[src/rtl/lcd_text_driver.sv]
// HD44780 16x2 driver: 8-bit write-only init, then continuous refresh of 32 characters
// fetched from an indexed text source. Define LCD_FRAME_GAP_EN to idle between frames.
module lcd_text_driver #(
  parameter int unsigned INIT_WAIT_CYC  = 750000,
  parameter int unsigned E_PULSE_CYC    = 25,
  parameter int unsigned CMD_WAIT_CYC   = 2500,
  parameter int unsigned CLEAR_WAIT_CYC = 100000,
  parameter int unsigned FRAME_GAP_CYC  = 500000
) (
  input  logic       clk,
  input  logic       rst,
  input  logic [7:0] char_in,
  output logic [4:0] index,
  output logic       lcd_e,
  output logic       lcd_rs,
  output logic       lcd_rw,
  output logic [7:0] lcd_data,
  output logic       init_done,
  output logic       frame_done
);

`ifdef LCD_FRAME_GAP_EN
  localparam bit GAP_EN = 1'b1;
`else
  localparam bit GAP_EN = 1'b0;
`endif

  localparam logic [19:0] INIT_LD  = 20'(INIT_WAIT_CYC);
  localparam logic [19:0] E_LD     = 20'(E_PULSE_CYC);
  localparam logic [19:0] CMD_LD   = 20'(CMD_WAIT_CYC);
  localparam logic [19:0] CLEAR_LD = 20'(CLEAR_WAIT_CYC);
  localparam logic [19:0] GAP_LD   = 20'(FRAME_GAP_CYC);

  typedef enum logic [3:0] {
    S_PWR_WAIT,
    S_INIT_CMD,
    S_LINE_ADDR,
    S_FETCH0,
    S_FETCH1,
    S_SETUP,
    S_STROBE,
    S_SETTLE,
    S_GAP
  } state_t;

  // What the current strobe carries, so SETTLE knows where to go next.
  typedef enum logic [1:0] {
    K_INIT,
    K_ADDR,
    K_CHAR
  } kind_t;

  state_t      state_q, state_d;
  kind_t       kind_q, kind_d;
  logic [19:0] cnt_q, cnt_d;
  logic [1:0]  step_q, step_d;
  logic [4:0]  index_q, index_d;
  logic        lcd_e_q, lcd_e_d;
  logic        lcd_rs_q, lcd_rs_d;
  logic [7:0]  lcd_data_q, lcd_data_d;
  logic        init_done_q, init_done_d;
  logic        frame_done_q, frame_done_d;
  logic        cnt_last;

  function automatic logic [7:0] init_cmd(input logic [1:0] step);
    case (step)
      2'd0:    init_cmd = 8'h38;
      2'd1:    init_cmd = 8'h0C;
      2'd2:    init_cmd = 8'h06;
      default: init_cmd = 8'h01;
    endcase
  endfunction

  assign cnt_last = (cnt_q == 20'd1);

  always_comb begin
    state_d      = state_q;
    kind_d       = kind_q;
    cnt_d        = cnt_q;
    step_d       = step_q;
    index_d      = index_q;
    lcd_rs_d     = lcd_rs_q;
    lcd_data_d   = lcd_data_q;
    init_done_d  = init_done_q;
    frame_done_d = 1'b0;

    case (state_q)
      S_PWR_WAIT: begin
        if (cnt_last) begin
          state_d    = S_INIT_CMD;
          kind_d     = K_INIT;
          lcd_rs_d   = 1'b0;
          lcd_data_d = init_cmd(step_q);
        end else begin
          cnt_d = cnt_q - 20'd1;
        end
      end

      // Setup cycles: bus already driven on entry, strobe follows.
      S_INIT_CMD, S_LINE_ADDR, S_SETUP: begin
        state_d = S_STROBE;
        cnt_d   = E_LD;
      end

      S_STROBE: begin
        if (cnt_last) begin
          state_d = S_SETTLE;
          cnt_d   = (kind_q == K_INIT && step_q == 2'd3) ? CLEAR_LD : CMD_LD;
        end else begin
          cnt_d = cnt_q - 20'd1;
        end
      end

      S_SETTLE: begin
        if (!cnt_last) begin
          cnt_d = cnt_q - 20'd1;
        end else begin
          case (kind_q)
            K_INIT: begin
              if (step_q == 2'd3) begin
                init_done_d = 1'b1;
                state_d     = S_LINE_ADDR;
                kind_d      = K_ADDR;
                lcd_rs_d    = 1'b0;
                lcd_data_d  = 8'h80;
              end else begin
                step_d     = step_q + 2'd1;
                state_d    = S_INIT_CMD;
                lcd_rs_d   = 1'b0;
                lcd_data_d = init_cmd(step_q + 2'd1);
              end
            end
            K_ADDR: begin
              // index still shows the last character of line 1 when the C0 address was sent
              state_d = S_FETCH0;
              index_d = (index_q == 5'd15) ? 5'd16 : 5'd0;
            end
            default: begin
              if (index_q == 5'd31) begin
                frame_done_d = 1'b1;
                index_d      = 5'd0;
                if (GAP_EN) begin
                  state_d = S_GAP;
                  cnt_d   = GAP_LD;
                end else begin
                  state_d    = S_LINE_ADDR;
                  kind_d     = K_ADDR;
                  lcd_rs_d   = 1'b0;
                  lcd_data_d = 8'h80;
                end
              end else if (index_q == 5'd15) begin
                state_d    = S_LINE_ADDR;
                kind_d     = K_ADDR;
                lcd_rs_d   = 1'b0;
                lcd_data_d = 8'hC0;
              end else begin
                state_d = S_FETCH0;
                index_d = index_q + 5'd1;
              end
            end
          endcase
        end
      end

      S_FETCH0: begin
        state_d = S_FETCH1;
      end

      // Source has had its registered cycle; capture the character now.
      S_FETCH1: begin
        state_d    = S_SETUP;
        kind_d     = K_CHAR;
        lcd_rs_d   = 1'b1;
        lcd_data_d = char_in;
      end

      S_GAP: begin
        if (cnt_last) begin
          state_d    = S_LINE_ADDR;
          kind_d     = K_ADDR;
          lcd_rs_d   = 1'b0;
          lcd_data_d = 8'h80;
        end else begin
          cnt_d = cnt_q - 20'd1;
        end
      end

      default: begin
        state_d = S_PWR_WAIT;
        cnt_d   = INIT_LD;
      end
    endcase

    lcd_e_d = (state_d == S_STROBE);
  end

  always_ff @(posedge clk) begin
    if (rst) begin
      state_q      <= S_PWR_WAIT;
      kind_q       <= K_INIT;
      cnt_q        <= INIT_LD;
      step_q       <= 2'd0;
      index_q      <= 5'd0;
      lcd_e_q      <= 1'b0;
      lcd_rs_q     <= 1'b0;
      lcd_data_q   <= 8'h00;
      init_done_q  <= 1'b0;
      frame_done_q <= 1'b0;
    end else begin
      state_q      <= state_d;
      kind_q       <= kind_d;
      cnt_q        <= cnt_d;
      step_q       <= step_d;
      index_q      <= index_d;
      lcd_e_q      <= lcd_e_d;
      lcd_rs_q     <= lcd_rs_d;
      lcd_data_q   <= lcd_data_d;
      init_done_q  <= init_done_d;
      frame_done_q <= frame_done_d;
    end
  end

  assign index      = index_q;
  assign lcd_e      = lcd_e_q;
  assign lcd_rs     = lcd_rs_q;
  assign lcd_rw     = 1'b0;
  assign lcd_data   = lcd_data_q;
  assign init_done  = init_done_q;
  assign frame_done = frame_done_q;

endmodule

[config.mk]
export PLATFORM = sky130hd
export DESIGN_NAME = lcd_text_driver
export DESIGN_NICKNAME = d
export VERILOG_FILES = /design/src/rtl/lcd_text_driver.sv
export SDC_FILE = /design/constraint.sdc
export NUM_CORES = 1
export LEC_CHECK = 0
export CAP_MARGIN = 30
export CORE_UTILIZATION = 48
export CTS_CLUSTER_DIAMETER = 80
export CTS_CLUSTER_SIZE = 30
export DETAILED_ROUTE_END_ITERATION = 10
export PLACE_DENSITY = 0.7
export REMOVE_ABC_BUFFERS = 1
export SYNTH_ARGS = -nofsm -noshare
export SYNTH_HDL_FRONTEND = slang
export SYNTH_SLANG_ARGS = --single-unit
export TNS_END_PERCENT = 100
[constraint.sdc]
create_clock -name clk -period 3 [get_ports clk]
set_clock_uncertainty 0.2 [all_clocks]
set_input_delay 0.6 -clock clk [delete_from_list [all_inputs] [get_ports clk]]
set_output_delay 0.6 -clock clk [all_outputs]
set_load 0.02 [all_outputs]
==> impl_metrics.toml <==
[routing]
first_pass_iters = 4
num_vias = 2906
postRouteAntennaNets = 0
drc = 0
drt_iter0_drc = 161
drt-total-wl_um = 7850
via_per_inst = 6.36
wl_per_cell_um = 17.2

[yosys]
ys_types = 61
synth-main-ff-cell = "dfxtp_1"
syn_inst = 355
synth_edf_count = 0
synth_top_area_cell = "dfxtp_1"
synth_area_leaders = "dfxtp_1 32%, ha_1 5.3%, a21oi_1 5.2%"
syn-cell-area_sq_um = 2820
async_flop_share_pct = 0
netlist.area_leader.share_pct = 32.0
syn_area_per_cell_sq_um = 7.93
synth-seq-cells = 45
seq_area_frac_synth_pct = 32.0
ys_warn_count = 0

[global_routing]
grt_max_degree = 31
grt_overflow_total = 0
antenna_found_initial = 0
grt_pass1_vias = 2567
grt_usage_pct = 26.9
grt_pass1_wl_um = 13100

[sta]
hold_slack_ns = 0.286
fin_crit_sh_pct = 88.5
period_minus_slack_ns = 2.66
grt_setup_unrepaired = "false"
drv_slew = 0
worst_slew_pin_slew_ns = 0.690
fmax_mhz = 377
setup_tns_ns = 0
relSlewSlack_pct = 53.6
fin_ws_ns = 0.344
final-setup-viol-count = 0
finalHoldViolCount = 0

[setup_path]
cp_slowest_stage_delay_ns = 0.63
reg2reg_from = "state_q[1]"
cp_data_required_time_ns = 3.03
endpoint_kind = "flop"
path_class = "reg -> reg"
path_delay_family = "simple AND/OR/NAND/NOR gates"
path_max_fanout = 17
arrival_ns = 2.69
path_cells = "nor3_1 > nor2_1 > a31o_2 > or4_1 > a31oi_1"
path_buf_inv = 0
cp-start-kind = "flop"
reg2reg_setup_slack_ns = 0.34
cpMaxStageDelayCell = "nor3_1"
startpoint = "state_q[1]"

[placed_design]
numPlacedInstances = 449
hpwl_um = 5700
portBuffers = 26
dpl-instance-area_sq_um = 3210
place_congestion = 0.879
place_ws_ns = 0.353

[clock_network]
path_clk_slew_ns = 0.09
post_cts_buffers = 0
cts.sinks = 45
clock_latency_ns = 0.30
postCtsHoldBufs = 0
h-tree-depth = 2
cts_root_buffer = "clkbuf_8"
post_cts_resized = 0
cts.path.max_buffers = 2
cts_tree = "done"
numCtsBuffers = 5

[layout]
area_growth_pct = 17.6
fin_nets = 406
nFillCells = 527
fin_util_pct = 59.4
layoutNonFillerInstCount = 457
antenna_cells = 0
layout-drive-gt1-share_pct = 9.61
final_area_sq_um = 3310

[status]
status = "finished clean"

[power_and_ir_drop]
total_power_mw = 1.89
p_leak_nw = 1.08
ir_worst_vdd_mv = 0.492
p_per_area_nw_per_um2 = 570

[floorplanning]
row_count = 27
die_w_um = 78.6
die-area_sq_um = 6180
die_y_um = 78.6
io_pins = 28
coreArea_sq_um = 5570
initial_core_util_pct = 50.5

[min_path]
hold_path_class = "reg -> reg"
min_from = "cnt_q[16]"

[run]
drv_cap = 0
-- sequential cells by signal, indices dropped and copies added (netlist names) --
name	flops
frame_done	1
index	5
state_q	4
lcd_rs	1
cnt_q	20
lcd_data	8
lcd_e	1
kind_q	2
step_q	2
init_done	1
-- worst register-to-register path: cells and delay by family (launching register included) --
kind             cells  cell delay, ns
AO/OA/AOI/OAI        2            0.50
flip-flops           1            0.46
AND/OR/NAND/NOR      3            1.42
-- cell families after synthesis --
| logic type | after synthesis | synth area share, % |
|---|---|---|
| AOI/OAI and AO/OA | 113 | 27.1 |
| buffers and inverters | 30 | 4.22 |
| xor gates and xnor gates | 5 | 1.56 |
| other | 1 | 0.133 |
| DFF | 45 | 32.0 |
| adders and majority gates | 12 | 5.33 |
| and+or+nand+nor | 149 | 29.7 |
-- placed cells by master, fill, tap and decap left out, drive strengths merged, types with 8 or more instances in the layout --
cell type | Yosys | routed
nor3 | 23 | 23
nand2 | 26 | 26
inv | 8 | 8
nand3 | 9 | 9
o21ai | 21 | 21
buf | 3 | 18
a21oi | 29 | 29
nor2 | 30 | 30
a31oi | 11 | 11
or3 | 8 | 8
nor4 | 13 | 13
ha | 12 | 12
dfxtp | 45 | 45
clkdlybuf4s50 | 0 | 26
a211oi | 11 | 11
-- final cells by class --
class	instances	area (sq um)	share of cell area [%]
well taps	72	90.1	2.72
clock buffers	7	96.3	2.91
multi-input cells	280	1800	54.2
flip-flops and latches	45	901	27.2
inverters	8	30.0	0.907
clock inverters	1	5.00	0.151
repair buffers	44	393	11.9
-- where the power goes --
group	switching [mW]	internal, mW	leakage [nW]
Combinational	0.364	0.282	0.660
Clock	0.212	0.209	0.0542
Sequential	0.131	0.690	0.366
Total	0.707	1.18	1.08
-- cells in the mapped netlist, types with 2 or more instances --
cell type,n
and2_1,5
nand4_1,2
nand3_1,9
nor2_1,30
a41oi_1,2
a211oi_1,11
a21oi_1,29
a311oi_1,6
o21a_1,2
a221o_1,3
a32oi_1,3
inv_1,8
nand2b_1,4
o32ai_1,2
nor4_1,12
a221oi_1,3
o31ai_1,2
and4b_1,2
nor3_1,20
a21o_1,3
nor3b_1,2
a31oi_1,11
or4_1,5
clkbuf_1,19
a222oi_1,2
o21ai_0,21
dfxtp_1,45
nand3b_1,2
o2bb2ai_1,2
xnor2_1,4
and3_1,2
buf_2,2
nor2b_1,4
nor3_2,3
nand2_1,25
or3_1,8
nand4b_1,3
or2_2,2
ha_1,12
nor4b_1,2
-- final timing paths --
| check | to | cells past startpoint |
|---|---|---|
| worst min register to register | cnt_q[16] | 1 |
| worst min-delay path | cnt_q[16] | 1 |
| worst max-delay path | cnt_q[18] | 5 |
| worst max register to register | cnt_q[18] | 5 |
-- per-layer routing --
| layer | GRT usage [%] | wire length, um |
|---|---|---|
| met4 | 11.3 | 170 |
| met2 | 41.5 | 3590 |
| met5 | 0 | 0 |
| met3 | 3.60 | 427 |
| met1 | 37.5 | 3660 |
(Power assumes the default switching activity.)
